## src/rtl/mac_pkg.sv

```systemverilog
// rtl/mac_pkg.sv - shared types and constants for the multiply-accumulate block
package mac_pkg;

    localparam int MAC_ACC_W = 40;
    localparam int MAC_LEN_W = 8;
    localparam int PROD_W    = 32;

    typedef enum logic [1:0] {
        ST_IDLE  = 2'd0,
        ST_ACCUM = 2'd1,
        ST_DRAIN = 2'd2,
        ST_OUT   = 2'd3
    } mac_state_e;

endpackage

```

## src/rtl/mac_accumulator_mult.sv

```systemverilog
// rtl/mac_accumulator_mult.sv - 16x16 unsigned combinational multiplier, carry-save reduction
module mac_accumulator_mult
    import mac_pkg::*;
(
    input  logic [15:0]       a,
    input  logic [15:0]       b,
    output logic [PROD_W-1:0] prod
);

    logic [PROD_W-1:0] sum_v;
    logic [PROD_W-1:0] car_v;
    logic [PROD_W-1:0] pp;
    logic [PROD_W-1:0] maj;

    // Partial products are folded through 3:2 compressors; one carry-propagate add at the end.
    always_comb begin
        sum_v = '0;
        car_v = '0;
        pp    = '0;
        maj   = '0;
        for (int i = 0; i < 16; i++) begin
            pp    = b[i] ? (PROD_W'(a) << i) : '0;
            maj   = (sum_v & car_v) | (sum_v & pp) | (car_v & pp);
            sum_v = sum_v ^ car_v ^ pp;
            car_v = maj << 1;
        end
    end

    assign prod = sum_v + car_v;

endmodule

```

## src/rtl/mac_accumulator.sv

```systemverilog
// rtl/mac_accumulator.sv - streaming sum-of-products with three-stage pipeline and sticky overflow
module mac_accumulator
    import mac_pkg::*;
#(
    parameter int ACC_W = MAC_ACC_W,
    parameter int LEN_W = MAC_LEN_W
) (
    input  logic             clk,
    input  logic             rst_n,
    input  logic             start,
    input  logic [LEN_W-1:0] len,
    input  logic             in_valid,
    output logic             in_ready,
    input  logic [15:0]      in_a,
    input  logic [15:0]      in_b,
    output logic             out_valid,
    input  logic             out_ready,
    output logic [ACC_W-1:0] out_sum,
    output logic             out_ovf,
    output logic             busy
);

    localparam logic [1:0] IDLE  = ST_IDLE;
    localparam logic [1:0] ACCUM = ST_ACCUM;
    localparam logic [1:0] DRAIN = ST_DRAIN;
    localparam logic [1:0] OUT   = ST_OUT;

    logic [1:0]        state;
    logic [LEN_W-1:0]  remaining;
    logic              s1_valid;
    logic [15:0]       s1_a;
    logic [15:0]       s1_b;
    logic              s2_valid;
    logic [PROD_W-1:0] s2_prod;
    logic [PROD_W-1:0] mult_prod;
    logic [ACC_W-1:0]  acc;
    logic              ovf;
    logic [ACC_W:0]    sum_ext;
    logic              in_fire;
    logic              out_fire;

    mac_accumulator_mult u_mult (
        .a    (s1_a),
        .b    (s1_b),
        .prod (mult_prod)
    );

    assign in_ready  = (state == ACCUM) && (remaining != '0);
    assign in_fire   = in_valid && in_ready;
    assign out_valid = (state == OUT);
    assign out_fire  = out_valid && out_ready;
    assign busy      = (state != IDLE);
    assign out_sum   = out_valid ? acc : '0;
    assign out_ovf   = out_valid && ovf;
    assign sum_ext   = {1'b0, acc} + (ACC_W+1)'(s2_prod);

    always_ff @(posedge clk or negedge rst_n) begin
        if (!rst_n) begin
            state     <= IDLE;
            remaining <= '0;
        end else begin
            case (state)
                IDLE: begin
                    if (start) begin
                        remaining <= len;
                        state     <= (len != '0) ? ACCUM : OUT;
                    end
                end
                ACCUM: begin
                    if (in_fire) begin
                        remaining <= remaining - LEN_W'(1);
                        if (remaining == LEN_W'(1)) state <= DRAIN;
                    end
                end
                DRAIN: begin
                    if (!s1_valid && !s2_valid) state <= OUT;
                end
                OUT: begin
                    if (out_fire) state <= IDLE;
                end
                default: state <= IDLE;
            endcase
        end
    end

    always_ff @(posedge clk or negedge rst_n) begin
        if (!rst_n) begin
            s1_valid <= 1'b0;
            s1_a     <= '0;
            s1_b     <= '0;
            s2_valid <= 1'b0;
            s2_prod  <= '0;
        end else begin
            s1_valid <= in_fire;
            if (in_fire) begin
                s1_a <= in_a;
                s1_b <= in_b;
            end
            s2_valid <= s1_valid;
            if (s1_valid) s2_prod <= mult_prod;
        end
    end

    // A zero-length run also takes the clearing branch, so its result reads as 0 with no overflow.
    always_ff @(posedge clk or negedge rst_n) begin
        if (!rst_n) begin
            acc <= '0;
            ovf <= 1'b0;
        end else if ((state == IDLE) && start) begin
            acc <= '0;
            ovf <= 1'b0;
        end else if (s2_valid) begin
            acc <= sum_ext[ACC_W-1:0];
            ovf <= ovf | sum_ext[ACC_W];
        end
    end

endmodule

```

## config.mk

```make
export PLATFORM = sky130hd
export DESIGN_NAME = mac_accumulator
export DESIGN_NICKNAME = d
export VERILOG_FILES = /design/src/rtl/mac_pkg.sv /design/src/rtl/mac_accumulator_mult.sv /design/src/rtl/mac_accumulator.sv
export SDC_FILE = /design/constraint.sdc
export NUM_CORES = 1
export LEC_CHECK = 0
export BUFFER_PORTS_ARGS = -buffer_cell sky130_fd_sc_hd__buf_2
export CAP_MARGIN = 20
export CORE_MARGIN = 2
export CORE_UTILIZATION = 65
export DETAILED_ROUTE_END_ITERATION = 12
export PLACE_DENSITY = 0.85
export SKIP_LAST_GASP = 1
export SLEW_MARGIN = 10
export SYNTH_ARGS = -nofsm -noshare
export SYNTH_HDL_FRONTEND = slang
export SYNTH_SLANG_ARGS = --single-unit
export TNS_END_PERCENT = 30
```

## constraint.sdc

```tcl
create_clock -name clk -period 23.2 [get_ports clk]
set_clock_uncertainty 0.2 [all_clocks]
set_input_delay 6.96 -clock clk [delete_from_list [all_inputs] [get_ports clk]]
set_output_delay 6.96 -clock clk [all_outputs]
set_load 0.05 [all_outputs]
```

==> qor.txt <==
status: complete, no violations
worst-path cell with the longest stage delay: dfrtp_1
Worst slew margin: 38.0%
Hold Crit Class: flop to flop
RSZ-0062 raised after global routing: no
first-pass GRT wire length: 51.8 mm
Core Box Area: 20,900 um2
Die ar.: 22,300 um2
Yosys reg bits: 117
Startpoint Class: flop
# nets final: 1,840
Die Width: 149 um
R2R Path Start: s1_a[15]$_DFFE_PN0P_
Fin Hold WS: 294 ps
Worst path most repeated cell: fa_1
largest net degree at the start of global routing: 62
CTS Buf Count: 17
Yosys top cell by area: fa_1
Tcrit/Tclk final: 44.2%
Ports: 89
design area: 14,800 um2
maximum fanout along the worst path: 17
share of post-route cells with drive strength above 1: 10.6%
GP Congestion: 0.981
Hold Crit Start: s2_prod[17]$_DFFE_PN0P_
Area contributors post-synth: fa_1 31%, dfrtp_1 21%, nand2_1 9.6%
yosys warns: 0
fin util: 70.7%
worst endpoint data arrival time: 10,370 ps
vias per cell: 5.90
Starting Density: 65.6%
worst-case reg-to-reg path depth: 31
Final ANT Viol Nets: 0
initial antenna violation count: 0
vias in the first global route: 11,051
WL/cell: 16.6 um
Seq/Total Area, Yosys: 21.4%
Fill cells: 1,581
# Max-Cap Violations: 0
actual slew at the worst max-slew pin: 931 ps
clk slew on worst S/H paths: 60 ps
CTS tree: built
worst hold path endpoint: s2_prod[17]$_DFFE_PN0P_
Worst path max stage delay: 640 ps
count leader, synth: nand2_1
Yosys top cell area share: 31.0%
fmax: 97.5 MHz
post-synthesis cell count: 1,492
final hold vios: 0
min cycle time layout: 10,260 ps
DRC: 0
top_reg_cell synth: dfrtp_1
Clock Sinks: 117
cts hold-fix bufs: 0
Die H: 149 um
Root Driver: clkbuf_16
CTS Buffer Depth: 2
syn_nets: 1,818
kind of critical path: flop to flop
post-CTS sizing: 0
Slew Viols, Final: 0
port bufs: 88
WL final: 29.8 mm
total global routing overflow: 0
Detail Placement HPWL: 22.2 mm
setup_tns: 0 ps
Area after DPL: 14,200 um2
top cells by count, synth: 351 x nand2_1, 212 x fa_1, 117 x dfrtp_1
Worst-Skew Late Latency: 430 ps
R2R Setup Slk: 12,940 ps
hold path depth: 2
Worst Setup End Kind: flop
post-synthesis area per instance: 9.19 um2
GRT Total Usage: 29.2%
Final Setup Violations: 0
H-tree levels: 4
First DRT Iteration DRCs: 615
asr flop ratio synth: 100%
Netlist cell types: 76
synthesis-to-layout area growth: 7.81%
site row count: 53
n_diodes: 0
Post-synth EDFFs: 0
Post-CTS Setup Repair Bufs: 0
reg2reg end: s2_prod[28]$_DFFE_PN0P_
Worst EP required: 23,310 ps
Post-Syn Area: 13,700 um2
First-pass DRT Iterations: 5
vias: 10,617
cells in the final DEF (no fill, tap or decap), drive strengths merged, types with 3 or more instances in the layout:
cell	synthesis	routed
a211o	3	3
a211oi	8	8
a21o	22	22
a21oi	61	61
a311o	3	3
a31o	6	6
a31oi	6	6
and2	100	100
and3	7	7
buf	11	93
clkbuf	79	21
clkinv	0	4
dfrtp	117	117
fa	212	212
ha	69	69
inv	112	113
mux2	10	10
mux2i	24	24
nand2	352	352
nand2b	5	5
nand3	16	16
nand4	13	13
nand4b	3	3
nor2	62	62
nor2b	3	3
nor3	16	16
nor3b	5	5
nor4	5	5
nor4b	8	8
o2111ai	4	4
o211ai	9	9
o21a	7	7
o21ai	60	60
o21bai	3	3
o22ai	6	6
or3	5	5
or4b	3	3
xnor2	23	23
xor2	9	9
layer usage:
layer / wire [um] / global-route usage, %
met5: 0 / 0
met1: 12300 / 37.2
met2: 15200 / 50.2
met3: 1430 / 4.95
met4: 881 / 11.6
flip-flops by register name (all words and copies together) (netlist names):
| register | flops |
|---|---|
| remaining | 8 |
| s1_a | 16 |
| ovf | 1 |
| s1_valid | 1 |
| s2_prod | 32 |
| state | 2 |
| acc | 40 |
| s2_valid | 1 |
| s1_b | 16 |
stage by stage:
step | worst slack, ps | instances
6_report | 12940 | 1800
4_1_cts | 12980 | 1798
5_1_grt | 12560 | 1800
3_3_place_gp | 13220 | 1768
2_1_floorplan | 13480 | 1492
3_5_place_dp | 13050 | 1768
final cells by class:
| class | instances | area [um2] | share of cell area [%] |
|---|---|---|---|
| inverters | 112 | 420 | 2.84 |
| multi-input cells | 1173 | 10000 | 67.7 |
| repair buffers | 93 | 520 | 3.52 |
| clock inverters | 9 | 104 | 0.703 |
| clock buffers | 21 | 460 | 3.12 |
| flip-flops and latches | 117 | 2930 | 19.8 |
| well taps | 275 | 344 | 2.33 |
cell families after synthesis:
group	synth area share, %
and+or+nand+nor	20.5
adders and majority gates	37.3
AOI/OAI and AO/OA	10.6
buffers and inverters	5.68
DFF	21.4
muxes	2.57
xor gates and xnor gates	2.04
worst max-delay path by stage:
| stage | from | end | slack (ps) | cells past startpoint |
|---|---|---|---|---|
| global route | s1_b[0]$_DFFE_PN0P_ | s2_prod[28]$_DFFE_PN0P_ | 12560 | 31 |
| finish | s1_a[15]$_DFFE_PN0P_ | s2_prod[28]$_DFFE_PN0P_ | 12940 | 31 |
| global placement | s1_a[15]$_DFFE_PN0P_ | s2_prod[28]$_DFFE_PN0P_ | 13220 | 31 |
| floorplan | s1_b[2]$_DFFE_PN0P_ | s2_prod[28]$_DFFE_PN0P_ | 13480 | 31 |
| detailed placement | s1_b[0]$_DFFE_PN0P_ | s2_prod[28]$_DFFE_PN0P_ | 13050 | 31 |
| CTS | s1_b[0]$_DFFE_PN0P_ | s2_prod[28]$_DFFE_PN0P_ | 12980 | 31 |
critical path: cells and delay by family, from the launching register on:
kind | cells | cell delay, ps
buf+inv | 5 | 290
fa+ha+maj | 17 | 7220
xor+xnor | 1 | 160
compound gates | 4 | 820
simple gates | 3 | 520
mux | 1 | 270
flops | 1 | 640
Power is left out: the tool's default activity adds up to more than one toggle a clock period on the data nets, which glitch-free logic cannot reach.
